===== src/rtl/write_back_register_file.sv =====
// Register file for GPRs, CR fields and XER/LR/CTR with reservation-station busy/tag tracking.
// Define WB_REGFILE_BYPASS_EN to forward same-cycle write-back data and busy-clear onto the read ports.
module write_back_register_file #(
    parameter int RS_ID_WIDTH    = 5,
    parameter int GPR_READ_PORTS = 3
) (
    input  logic                                        clk,
    input  logic                                        rst,
    input  logic                                        gpr_reserve_valid,
    input  logic [4:0]                                  gpr_reserve_addr,
    input  logic [RS_ID_WIDTH-1:0]                      gpr_reserve_rs_id,
    input  logic                                        cr_reserve_valid,
    input  logic [0:7]                                  cr_reserve_enable,
    input  logic [RS_ID_WIDTH-1:0]                      cr_reserve_rs_id,
    input  logic                                        gpr_wb_valid,
    input  logic [RS_ID_WIDTH-1:0]                      gpr_wb_rs_id,
    input  logic [4:0]                                  gpr_wb_addr,
    input  logic [31:0]                                 gpr_wb_data,
    input  logic                                        spr_wb_valid,
    input  logic [9:0]                                  spr_wb_addr,
    input  logic [31:0]                                 spr_wb_data,
    input  logic                                        cr_wb_valid,
    input  logic [0:7][RS_ID_WIDTH-1:0]                 cr_wb_rs_id,
    input  logic [0:7]                                  cr_wb_enable,
    input  logic [0:31]                                 cr_wb_data,
    input  logic [0:GPR_READ_PORTS-1][4:0]              gpr_rd_addr,
    output logic [0:GPR_READ_PORTS-1][31:0]             gpr_rd_data,
    output logic [0:GPR_READ_PORTS-1]                   gpr_rd_busy,
    output logic [0:GPR_READ_PORTS-1][RS_ID_WIDTH-1:0]  gpr_rd_rs_id,
    output logic [0:31]                                 cr_rd_data,
    output logic [0:7]                                  cr_rd_busy,
    output logic [0:7][RS_ID_WIDTH-1:0]                 cr_rd_rs_id,
    input  logic [9:0]                                  spr_rd_addr,
    output logic [31:0]                                 spr_rd_data
);

    logic [31:0]            gpr_data [32];
    logic [RS_ID_WIDTH-1:0] gpr_tag  [32];
    logic [31:0]            gpr_busy, gpr_rsv, gpr_clr;
    logic [0:31]            cr_data;
    logic [0:7]             cr_busy, cr_rsv, cr_clr;
    logic [RS_ID_WIDTH-1:0] cr_tag [8];
    logic [31:0]            xer, lr, ctr;

    // A write-back only retires the entry it was issued for, and a same-cycle reservation wins.
    always_comb begin
        gpr_rsv = '0;
        gpr_clr = '0;
        cr_rsv  = '0;
        cr_clr  = '0;
        for (int i = 0; i < 32; i++) begin
            gpr_rsv[i] = gpr_reserve_valid && (gpr_reserve_addr == 5'(i));
            gpr_clr[i] = gpr_wb_valid && (gpr_wb_addr == 5'(i)) &&
                         (gpr_wb_rs_id == gpr_tag[i]) && !gpr_rsv[i];
        end
        for (int f = 0; f < 8; f++) begin
            cr_rsv[f] = cr_reserve_valid && cr_reserve_enable[f];
            cr_clr[f] = cr_wb_valid && cr_wb_enable[f] &&
                        (cr_wb_rs_id[f] == cr_tag[f]) && !cr_rsv[f];
        end
    end

    always_ff @(posedge clk) begin
        if (!rst) begin
            for (int i = 0; i < 32; i++) begin
                gpr_data[i] <= '0;
                gpr_tag[i]  <= '0;
            end
            for (int f = 0; f < 8; f++) cr_tag[f] <= '0;
            gpr_busy <= '0;
            cr_data  <= '0;
            cr_busy  <= '0;
            xer      <= '0;
            lr       <= '0;
            ctr      <= '0;
        end else begin
            if (gpr_wb_valid)      gpr_data[gpr_wb_addr]     <= gpr_wb_data;
            if (gpr_reserve_valid) gpr_tag[gpr_reserve_addr] <= gpr_reserve_rs_id;
            gpr_busy <= (gpr_busy & ~gpr_clr) | gpr_rsv;
            for (int f = 0; f < 8; f++) begin
                if (cr_wb_valid && cr_wb_enable[f]) cr_data[4*f +: 4] <= cr_wb_data[4*f +: 4];
                if (cr_rsv[f]) cr_tag[f] <= cr_reserve_rs_id;
            end
            cr_busy <= (cr_busy & ~cr_clr) | cr_rsv;
            if (spr_wb_valid) begin
                case (spr_wb_addr)
                    10'd1:   xer <= spr_wb_data;
                    10'd8:   lr  <= spr_wb_data;
                    10'd9:   ctr <= spr_wb_data;
                    default: ;
                endcase
            end
        end
    end

    always_comb begin
        for (int p = 0; p < GPR_READ_PORTS; p++) begin
            gpr_rd_data[p]  = gpr_data[gpr_rd_addr[p]];
            gpr_rd_busy[p]  = gpr_busy[gpr_rd_addr[p]];
            gpr_rd_rs_id[p] = gpr_tag[gpr_rd_addr[p]];
`ifdef WB_REGFILE_BYPASS_EN
            if (gpr_wb_valid && (gpr_wb_addr == gpr_rd_addr[p])) gpr_rd_data[p] = gpr_wb_data;
            gpr_rd_busy[p] = gpr_busy[gpr_rd_addr[p]] & ~gpr_clr[gpr_rd_addr[p]];
`endif
        end
        cr_rd_data = cr_data;
        cr_rd_busy = cr_busy;
        for (int f = 0; f < 8; f++) begin
            cr_rd_rs_id[f] = cr_tag[f];
`ifdef WB_REGFILE_BYPASS_EN
            if (cr_wb_valid && cr_wb_enable[f]) cr_rd_data[4*f +: 4] = cr_wb_data[4*f +: 4];
`endif
        end
`ifdef WB_REGFILE_BYPASS_EN
        cr_rd_busy = cr_busy & ~cr_clr;
`endif
        case (spr_rd_addr)
            10'd1:   spr_rd_data = xer;
            10'd8:   spr_rd_data = lr;
            10'd9:   spr_rd_data = ctr;
            default: spr_rd_data = '0;
        endcase
`ifdef WB_REGFILE_BYPASS_EN
        if (spr_wb_valid && (spr_wb_addr == spr_rd_addr) &&
            (spr_rd_addr == 10'd1 || spr_rd_addr == 10'd8 || spr_rd_addr == 10'd9))
            spr_rd_data = spr_wb_data;
`endif
    end

endmodule


===== config.mk =====
export PLATFORM = sky130hd
export DESIGN_NAME = write_back_register_file
export DESIGN_NICKNAME = d
export VERILOG_FILES = /design/src/rtl/write_back_register_file.sv
export SDC_FILE = /design/constraint.sdc
export NUM_CORES = 2
export LEC_CHECK = 0
export ABC_CLOCK_PERIOD_IN_PS = 5650
export CAP_MARGIN = 20
export CORE_MARGIN = 1
export CORE_UTILIZATION = 32
export DETAILED_ROUTE_END_ITERATION = 12
export PLACE_DENSITY = 0.51
export SLEW_MARGIN = 10
export SYNTH_ARGS = -nofsm -noshare
export SYNTH_HDL_FRONTEND = slang
export SYNTH_SLANG_ARGS = --single-unit

===== constraint.sdc =====
create_clock -name clk -period 5.65 [get_ports clk]
set_input_delay 1.695 -clock clk [delete_from_list [all_inputs] [get_ports clk]]
set_output_delay 1.695 -clock clk [all_outputs]
set_load 0.02 [all_outputs]

* Word level (Yosys, flattened, before mapping)
Memory sizes are Yosys's and may differ from the RTL's. Cells that the tools add are included.
Cells by class: $lt $le $gt $ge 3, equality and inequality tests 108, muxes and demuxes 52, bitwise operators 14, reductions and logical operators 207
Operators with widths (count):
- $eq 5x5->1 | 40
- $eq 5x5->1 const B | 32
- $logic_and 1x1->1 | 160
- $pmux 32 s3 | 1
- $eq 5x4->1 const B | 16
- $mux 5 | 11
- $eq 10x4->1 const B | 4
- $eq 5x3->1 const B | 8
- $logic_not 1->1 | 40
- $mux 1 | 36
- $and 32x32->32 | 1
- $mux 32 | 1
- $not 32->32 | 1
- $or 32x32->32 | 1
- $reduce_or 32->1 | 1
- $eq 10x1->1 const B | 2
- $eq 5x2->1 const B | 4
- $lt 5x6->1 const B | 3
- $bmux 1 s5 | 3
- $eq 5x1->1 const B | 2
- $logic_not 5->1 | 2
- $and 8x8->8 | 1
- $not 8->8 | 1
- $or 1x1->1 | 8
- other kinds (3) | 5
Storage, ports and cells: flip-flop bits (word level) 168, memory bits (writable) 1224, input port bits 219, output and inout bits 226, logic and storage cells 400, memories 3
Memories:
- gpr_data | words 32, bits a word 32, rd ports 3, clocked after Yosys merged registers in 0, wr ports 32, RTL line 37 | logic [31:0] gpr_data [32];
- gpr_tag | words 32, bits a word 5, rd ports 35, clocked after Yosys merged registers in 0, wr ports 32, RTL line 38 | logic [RS_ID_WIDTH-1:0] gpr_tag [32];
- cr_tag | words 8, bits a word 5, rd ports 8, clocked after Yosys merged registers in 0, wr ports 8, RTL line 42 | logic [RS_ID_WIDTH-1:0] cr_tag [8];

* Longest topological paths before layout
word-level depth 7, mapped depth 8

* Least setup slack after synthesis
OpenSTA, ideal clock, no wires.
path type input-to-reg, from input gpr_wb_addr[1], to memory gpr_data[15][0], enable pin, setup time 0.466 ns, arrival time 4.459 ns, data required time 5.184 ns, slack 0.726 ns, stages on the path 3, buffers on the path 1, cell sequence clkbuf_1 > nand4_1 > o21ai_0
RTL lines:
- from (decl) | RTL line 17 | input logic [4:0] gpr_wb_addr,
- to (decl) | RTL line 37

==> run metrics <==
Storage cell area between 40,000 and 50,000 um^2; Avg Vias per Cell 5.72; Die ar. approximately 270,000 um^2; sequential area share after synthesis 0.466; Final GP Congestion 0.927; crit-path most repeated cell buf_4; static leakage 43.1 nW; Cell variety after synth 45; Max clock buf depth 4; DRC violations left 6; Area Growth Syn to Fin 25.4%; htree depth 4; Post-Place Cell Area 100,000 um^2; antenna viol nets, final 0; Post-synth EDFFs 1,224; Post-Route WL 385,000 um; met3 Usage GRT 0.0489; Critical Path, Cell by Cell clkdlybuf4s15_2, nor2b_4, buf_12, buf_4, a22o_1, nor3_1, buf_4, a31oi_1, nand3_2, dlygate4sd2_1; ys flop type edfxtp_1; GRT Total Usage 0.274; clk sinks 1,392; Mapped Area 86,100 um^2; layout cell share with drive strength beyond 1 0.161; fin. max-slew vios 0; Synth area leader edfxtp_1; Port Buffer Count between 400 and 500; 1st-pass router iterations 12; failing checks DRC, setup timing; initial antenna violation count 48; top post-synthesis cells by area edfxtp_1 43%, mux2i_1 22%, and2_1 8.6%; Worst EP required 3.95 ns; Worst Tran Pin Value 1.15 ns; Period minus WS final 5.68 ns; drt wl/cell 31.1 um; Final Cell Area 108,000 um^2; first-pass GRT wire length 534,000 um; area occupied by multi-input gates about 44,000 um^2; max_slew headroom 0.232; met2 Use GR 0.430; CTS tree built; final setup vio count 2; HP Class reg2reg; crit-path max cell delay 0.41 ns; Hold Slack between 0.4 and 0.5 ns; Mapped Nets 8,255; Clk Latency, worst-skew pair 0.86 ns; grt peak-use layer met2; Top Ports around 450; initial core utilization 0.322; largest family of logic cells by synthesized area multiplexers; Final Hold Vio Count 0; via count slightly above 70,000; vias in the first global route 69,904; WP data arrival about 4.0 ns; Synth Area in Adders 0; mux cell area share after synthesis 0.217; Die X-Extent 521 um; # rows 190; worst setup margin -0.0256 ns; Synth warnings 0; Die Y between 500 and 600 um; flops & latches, synth 1,392; Util after Layout 0.403; Yosys top cell area share 0.427; Final #Nets 8,874; FILL cells between 20,000 and 30,000; Mapped Avg Cell Area roughly 11 um^2; clock slew at reported path FFs 0.06 ns; Crit-path slowest cell dlygate4sd2_1; Mapped Cells 8,036; Setup crit start kind input port; Max IR drop VDD around 0.24 mV; Root Driver clkbuf_16; max frequency 176 MHz; Post-synth ARST share 0; Worst Clk Skew 0.0692 ns; detailed router's first-iteration violation count around 8,000; core footprint around 270,000 um^2; largest net degree at the start of global routing 206; CP bufs+invs 5; Inserted Clock Buffers roughly 180; simple-gate share of the synthesized area 0.157; Post-Synth XOR/XNOR Area 0.0197; crit path max fanout 6; power per cell area 276 nW/um^2; critical path type in2out; Setup crit end kind primary output; MaxCap Viol Count 0; Crit path max-delay family buffers and inverters; Congestion Overflow GR 0; dpl hpwl 254,000 um; outcome finished, violations left; Compound-Gate Fraction of Synth Area 0.104; crit share post-route 1.00; Hold Buf Count CTS 0; M1 GR Usage 0.368
metal layers:
metal	vias up	wire, um
li1	30881	-
met1	35644	163000
met2	3491	172000
met3	808	31100
met4	20	19100
met5	-	107
metrics by stage:
step / instances / power (mW) / TNS, ns / setup WS (ns)
2_1_floorplan: 8036 / 14.9 / 0 / 0.726
3_3_place_gp: 11969 / 17.4 / -49.23 / -0.732
3_5_place_dp: 11974 / 17.4 / -51.69 / -0.685
4_1_cts: 12340 / 29.8 / -0.712 / -0.0971
5_1_grt: 12358 / 30.6 / -0.000931 / -0.000931
6_report: 12377 / 29.8 / -0.0275 / -0.0256
final timing paths:
| check | start | end | slack (ns) | cells after the start |
|---|---|---|---|---|
| setup / recovery | gpr_rd_addr[10] | gpr_rd_data[70] | -0.03 | 10 |
| hold / removal | lr[21] | lr[21] | 0.46 | 2 |
| setup reg to reg | gpr_tag[10][3] | gpr_busy[10] | 4.11 | 4 |
| hold reg to reg | lr[21] | lr[21] | 0.46 | 2 |
cell usage in the layout, fill, tap and decap left out, types with 64 or more instances in the layout:
| cell | instances |
|---|---|
| buf_12 | 208 |
| mux2i_1 | 1864 |
| edfxtp_1 | 1224 |
| clkdlybuf4s50_1 | 278 |
| dfxtp_1 | 168 |
| clkbuf_16 | 186 |
| a22o_1 | 252 |
| xor2_1 | 107 |
| buf_4 | 535 |
| a22oi_1 | 341 |
| a31oi_1 | 80 |
| and2_1 | 1184 |
| nor2_1 | 67 |
| nand2_1 | 556 |
| nor3_1 | 88 |
| o21ai_0 | 64 |
| a21oi_1 | 341 |
| xnor2_1 | 87 |
| nand3_1 | 391 |
Yosys cell counts (30+ instances only):
cell	count
nor3_1	129
nand4_1	38
a22oi_1	342
mux2i_1	1864
a21oi_1	342
edfxtp_1	1224
clkbuf_1	500
a31oi_1	114
a21boi_0	42
nand2_1	560
buf_1	60
dfxtp_1	168
nor2_1	103
buf_2	198
nor4_1	33
nand3_1	416
a31o_2	32
o21ai_0	96
a22o_1	252
a21boi_2	30
xor2_1	107
and2_1	1187
xnor2_1	87
cell type report:
class,count,area share
multi-input cells,5870,0.409
diodes,26,0.000603
inverters,11,0.000383
clock inverters,119,0.0136
flip-flops and latches,1392,0.372
well taps,3552,0.0412
repair buffers,1198,0.120
clock buffers,209,0.0442
sequential cells by signal (all words and copies together) (netlist names):
register and count:
cr_rd_busy 8, cr_rd_data 32, cr_tag 40, ctr 32, gpr_busy 32, gpr_data 1024
gpr_tag 160, lr 32, xer 32
where the power goes:
part	leakage [nW]	switching, mW	internal (mW)
clock network	3.03	4.89	7.47
logic	27.0	3.14	2.07
registers	13.0	0.482	11.7
total	43.1	8.51	21.3
tightest hold or removal path, cell delays in order (launching register included):
cell and delay (ns):
dfxtp_1 0.31, nand2_1 0.06, a21boi_2 0.04
repair_timing:
item	4_1_cts	5_1_grt
pin swaps	16	11
gates resized for setup	341	50
cloned	8	0
setup buffers	31	2
endpoints found under the setup margin	140	61
cell families (layout without fill, tap and decap cells):
logic type,after synthesis,count (layout)
other cells,0,26
mux,1864,1864
flops,1392,1392
buf+inv,775,1537
xor+xnor,194,194
compound gates,1288,1288
simple gates,2523,2524
Power figures use the tool's default switching activity.
